File: src/rtl/seg7_scan_ctrl.sv
// Time-multiplexed scan controller for a multi-digit seven-segment display.
// Each frame: pick the pattern bank, snapshot the patterns and blink mask,
// then light each digit for a dwell period followed by an all-off blank gap.
module seg7_scan_ctrl #(
    parameter int P_DIGITS       = 4,
    parameter int P_SEG          = 7,
    parameter int P_DWELL        = 1000,
    parameter int P_BLANK        = 8,
    parameter int P_BLINK_FRAMES = 32
) (
    input  logic                        clk,
    input  logic                        rst,
    input  logic                        en,
    input  logic                        src_req,
    input  logic [P_DIGITS*P_SEG-1:0]   seg_in,
    input  logic [P_DIGITS-1:0]         blink_mask,
    output logic                        sel,
    output logic [P_DIGITS-1:0]         an,
    output logic [P_SEG-1:0]            seg_out,
    output logic                        frame_done
);

    localparam int DIG_W   = (P_DIGITS > 1) ? $clog2(P_DIGITS) : 1;
    localparam int CNT_MAX = (P_DWELL > P_BLANK) ? P_DWELL : P_BLANK;
    localparam int CNT_W   = $clog2(CNT_MAX + 1);
    localparam int FC_W    = $clog2(P_BLINK_FRAMES + 1);

    localparam logic [DIG_W-1:0] LAST_DIG   = DIG_W'(P_DIGITS - 1);
    localparam logic [CNT_W-1:0] DWELL_LAST = CNT_W'(P_DWELL - 1);
    localparam logic [CNT_W-1:0] BLANK_LAST = CNT_W'(P_BLANK - 1);
    localparam logic [FC_W-1:0]  FC_LAST    = FC_W'(P_BLINK_FRAMES - 1);

    typedef enum logic [2:0] {
        S_IDLE,
        S_SWAP,
        S_LATCH,
        S_SHOW,
        S_BLANK
    } state_t;

    state_t                      state_q, state_d;
    logic [DIG_W-1:0]            digit_idx_q, digit_idx_d;
    logic [CNT_W-1:0]            cnt_q, cnt_d;
    logic [FC_W-1:0]             frame_cnt_q, frame_cnt_d;
    logic                        blink_phase_q, blink_phase_d;
    logic [P_DIGITS*P_SEG-1:0]   frame_buf_q, frame_buf_d;
    logic [P_DIGITS-1:0]         mask_buf_q, mask_buf_d;
    logic                        sel_q, sel_d;
    logic [P_DIGITS-1:0]         an_q, an_d;
    logic [P_SEG-1:0]            seg_out_q, seg_out_d;
    logic                        frame_done_q, frame_done_d;

    // Next-state, counters and frame snapshot; frame-level inputs are only
    // looked at in SWAP, LATCH, IDLE and on the last BLANK cycle of a frame.
    always_comb begin
        // NOTE: every variable gets a default first so no path leaves it unassigned (no latch).
        state_d       = state_q;
        digit_idx_d   = digit_idx_q;
        cnt_d         = cnt_q;
        frame_cnt_d   = frame_cnt_q;
        blink_phase_d = blink_phase_q;
        frame_buf_d   = frame_buf_q;
        mask_buf_d    = mask_buf_q;
        sel_d         = sel_q;

        unique case (state_q)
            S_IDLE: begin
                if (en) state_d = S_SWAP;
            end
            S_SWAP: begin
                sel_d   = src_req;
                state_d = S_LATCH;
            end
            S_LATCH: begin
                frame_buf_d = seg_in;
                mask_buf_d  = blink_mask;
                digit_idx_d = '0;
                cnt_d       = '0;
                state_d     = S_SHOW;
            end
            S_SHOW: begin
                if (cnt_q == DWELL_LAST) begin
                    cnt_d   = '0;
                    state_d = S_BLANK;
                end else begin
                    cnt_d = cnt_q + CNT_W'(1);
                end
            end
            S_BLANK: begin
                if (cnt_q == BLANK_LAST) begin
                    cnt_d = '0;
                    if (digit_idx_q == LAST_DIG) begin
                        if (frame_cnt_q == FC_LAST) begin
                            frame_cnt_d   = '0;
                            blink_phase_d = ~blink_phase_q;
                        end else begin
                            frame_cnt_d = frame_cnt_q + FC_W'(1);
                        end
                        state_d = en ? S_SWAP : S_IDLE;
                    end else begin
                        digit_idx_d = digit_idx_q + DIG_W'(1);
                        state_d     = S_SHOW;
                    end
                end else begin
                    cnt_d = cnt_q + CNT_W'(1);
                end
            end
            default: state_d = S_IDLE;
        endcase
    end

    // Output values for the state being entered, so the registered outputs
    // line up exactly with the cycles spent in that state.
    always_comb begin
        an_d      = '0;
        seg_out_d = '0;
        if (state_d == S_SHOW) begin
            for (int d = 0; d < P_DIGITS; d++) begin
                if (digit_idx_d == DIG_W'(d)) begin
                    an_d[d]   = 1'b1;
                    seg_out_d = (mask_buf_d[d] && blink_phase_d) ? '0
                                                                 : frame_buf_d[d*P_SEG +: P_SEG];
                end
            end
        end
        frame_done_d = (state_d == S_BLANK) && (digit_idx_d == LAST_DIG) &&
                       (cnt_d == BLANK_LAST);
    end

    // State and output registers with synchronous reset.
    always_ff @(posedge clk) begin
        // NOTE: sequential state uses non-blocking assignments so all flops update together.
        if (rst) begin
            state_q       <= S_IDLE;
            digit_idx_q   <= '0;
            cnt_q         <= '0;
            frame_cnt_q   <= '0;
            blink_phase_q <= 1'b0;
            // NOTE: the pattern snapshot is cleared too, so a reset display is deterministic.
            frame_buf_q   <= '0;
            mask_buf_q    <= '0;
            sel_q         <= 1'b0;
            an_q          <= '0;
            seg_out_q     <= '0;
            frame_done_q  <= 1'b0;
        end else begin
            state_q       <= state_d;
            digit_idx_q   <= digit_idx_d;
            cnt_q         <= cnt_d;
            frame_cnt_q   <= frame_cnt_d;
            blink_phase_q <= blink_phase_d;
            frame_buf_q   <= frame_buf_d;
            mask_buf_q    <= mask_buf_d;
            sel_q         <= sel_d;
            an_q          <= an_d;
            seg_out_q     <= seg_out_d;
            frame_done_q  <= frame_done_d;
        end
    end

    assign sel        = sel_q;
    assign an         = an_q;
    assign seg_out    = seg_out_q;
    assign frame_done = frame_done_q;

endmodule

File: config.mk
export PLATFORM = sky130hd
export DESIGN_NAME = seg7_scan_ctrl
export DESIGN_NICKNAME = d
export VERILOG_FILES = /design/src/rtl/seg7_scan_ctrl.sv
export SDC_FILE = /design/constraint.sdc
export NUM_CORES = 1
export LEC_CHECK = 0
export ABC_AREA = 1
export BUFFER_PORTS_ARGS = -buffer_cell sky130_fd_sc_hd__buf_2
export CORE_MARGIN = 2
export CORE_UTILIZATION = 39
export CTS_CLUSTER_SIZE = 40
export DETAILED_ROUTE_END_ITERATION = 16
export PLACE_DENSITY_LB_ADDON = 0.05
export SLEW_MARGIN = 10
export SYNTH_ARGS = -nofsm -noshare
export SYNTH_HDL_FRONTEND = slang
export SYNTH_SLANG_ARGS = --single-unit
File: constraint.sdc
create_clock -name clk -period 2.4 [get_ports clk]
set_input_delay 0.12 -clock clk [delete_from_list [all_inputs] [get_ports clk]]
set_output_delay 0.12 -clock clk [all_outputs]
set_load 0.02 [all_outputs]
==> out/metrics.yaml <==
critPathLaunchType: "flop"
synth_area_leaders: "dfxtp_1 38%, nor2_1 9.4%, nand2_1 8.7%, inv_1 7.9%, nand3_1 5.8%"
post_cts.repair.setup_buffers: 0
port_buffers: 48
worstPathMaxFanout: 6
timing.final.crit_share_pct: 89.4
post_cts_resized: 0
synth-seq-cells: 67
netlist_area_sq_um: 3520
synth_edf_count: 0
synth_top_area_share_pct: 38.1
drt-total-wl_mm: 8.33
critPathMostFrequentCell: "nand4_1"
setup_violations: 0
syn_inst: 495
clockBufferDepth: 2
routedWlPerCell_um: 12.7
io-pin-count: 49
die-area_sq_um: 9800
path_cells: "ha_1 -> nand2_2 -> nor2_2 -> nand3_1 -> o21ai_0 -> nand4_1 -> nor2_1 -> nand4_1 -> nor3_2"
setup_tns_ns: 0
die_h_um: 99.0
fillers: 900
rsz0062_at_grt: "no"
overflow: 0
end_kind: "flop"
hold_viol: 0
diodes: 0
grt_max_degree: 34
gp_congestion: 0.837
crit_slowest_cell: "dfxtp_1"
crit_type: "flop to flop"
hp-class: "input port to flop"
numClockSinks: 67
critical-path-max-stage-delay_ns: 0.37
cellPowerDensity_nw_per_um2: 661
ys_seq_area_share_pct: 38.1
area_delta_synth_final_pct: 14.7
synth-main-ff-cell: "dfxtp_1"
maxCapViolCount: 0
clock_latency_ns: 0.35
fmax_mhz: 466
synth_top_cell_by_area: "dfxtp_1"
worst_slew_pin_slew_ns: 0.716
initialDrtViolationCount: 141
postLayoutCoreUtil_pct: 46.3
vias_per_cell: 4.70
h-tree-depth: 3
coreArea_sq_um: 8720
grt_pass1_vias: 2947
relSlewSlack_pct: 52.0
path_clk_slew_ns: 0.08
drc: 0
ys_types: 36
cts_hold_buffers: 0
dp.final_hpwl_mm: 6.22
clock_skew_ns: 0.0132
yosysWarningCount: 0
p_leak_nw: 1.99
avgSynthCellArea_sq_um: 7.11
maxSlewViolCount: 0
synth.most_common_cell: "nor2_1"
cts_made_buffers: 9
num_rows: 34
dieWidth_um: 99.0
cts_tree: "done"
ant_nets: 0
cp.required_ns: 2.66
vias: 3077
synth_fp_nets: 533
initial_core_util_pct: 40.3
synthArstFlopShare_pct: 0
antenna_found_initial: 0
cp.arrival_ns: 2.40
grt_pass1_wl_mm: 14.4
pre_cts_ws_ns: 0.320
worst_slack_ns: 0.255
nNetsFinal: 580
cts_root_buffer: "clkbuf_8"
drive_above_1_share_pct: 21.9
status: "finished, final reports clean"
track_usage_pct: 18.2
dr.pass1.iters: 5
fin_crit_ns: 2.15
vdd_ir_drop_max_mv: 0.310
synthTopCellsByCount: "88 x nor2_1, 82 x nand2_1, 74 x inv_1"
-- final cells by class --
type	count	area, sq um	area share (%)
clock inverters	6	88.8	2.20
clock buffers	10	138	3.41
inverters	80	300	7.44
multi-input cells	334	1780	44.0
repair buffers	50	255	6.33
flip-flops and latches	67	1340	33.3
well taps	108	135	3.35
-- worst max-delay path, delay by kind of cell, from the launching register on --
kind	cells	cell delay, ns
adders and majority gates	1	0.32
AOI/OAI and AO/OA	1	0.37
DFF	1	0.37
and+or+nand+nor	7	1.01
-- sequential cells by signal, summed over array words and instances, names as in the netlist, 2 cells and up --
name / count
state_q: 3
frame_buf_q: 28
cnt_q: 10
an: 4
mask_buf_q: 4
digit_idx_q: 2
frame_cnt_q: 6
seg_out: 7
-- placed cells by master (no fill, tap or decap), drive strengths merged --
cell type and instances:
nor3 11, ha 2, or2 2, a31oi 2, mux2i 8, nand3 49
clkbuf 10, dfxtp 67, clkinvlp 2, nand4 14, nand3b 4, a31o 2
inv 80, o21ai 30, a21oi 6, o21a 3, a21boi 1, clkinv 2
nand2 97, buf 50, o22ai 1, bufinv 2, nor2 102
-- per-layer routing --
metal | track usage, % | vias to the layer above | routed length, um
li1 | - | 1647 | -
met1 | 27.9 | 1360 | 4500
met2 | 24.8 | 68 | 3470
met3 | 3.19 | 2 | 331
met4 | 7.48 | 0 | 36
met5 | 0 | - | 0
-- power breakdown --
| group | switching (W) | total (W) | internal, W |
|---|---|---|---|
| sequential | 0.0000234 | 0.00120 | 0.00118 |
| clock | 0.000458 | 0.00107 | 0.000613 |
| combinational | 0.000257 | 0.000396 | 0.000139 |
-- final timing paths --
path              start         endpoint  slack, ns  cells after the start
max reg2reg    cnt_q[1]       frame_done       0.25                      9
min reg2reg         sel              sel       0.46                      2
max            cnt_q[1]       frame_done       0.25                      9
min          seg_in[27]  frame_buf_q[27]       0.04                      3
-- stage by stage --
stage / power, W / area (sq um) / hold slack (ns) / instances
6_report: 0.00267 / 4030 / 0.0399 / 655
3_3_place_gp: 0.00162 / 3810 / 0.386 / 639
3_5_place_dp: 0.00162 / 3810 / 0.392 / 639
4_1_cts: 0.00270 / 4030 / 0.0213 / 655
5_1_grt: 0.00282 / 4030 / 0.0469 / 655
2_1_floorplan: 0.00152 / 3520 / 0.199 / 495
-- logic make-up (layout without fill, tap and decap cells) --
logic type,after synthesis,in the layout,share of synthesized area (%)
multiplexers,8,8,2.28
adder cells (fa/ha/maj),2,2,0.711
buffers and inverters,94,146,11.4
AO/OA/AOI/OAI,45,45,7.22
AND/OR/NAND/NOR,279,279,40.3
flip-flops,67,67,38.1
Power figures use the tool's default switching activity.
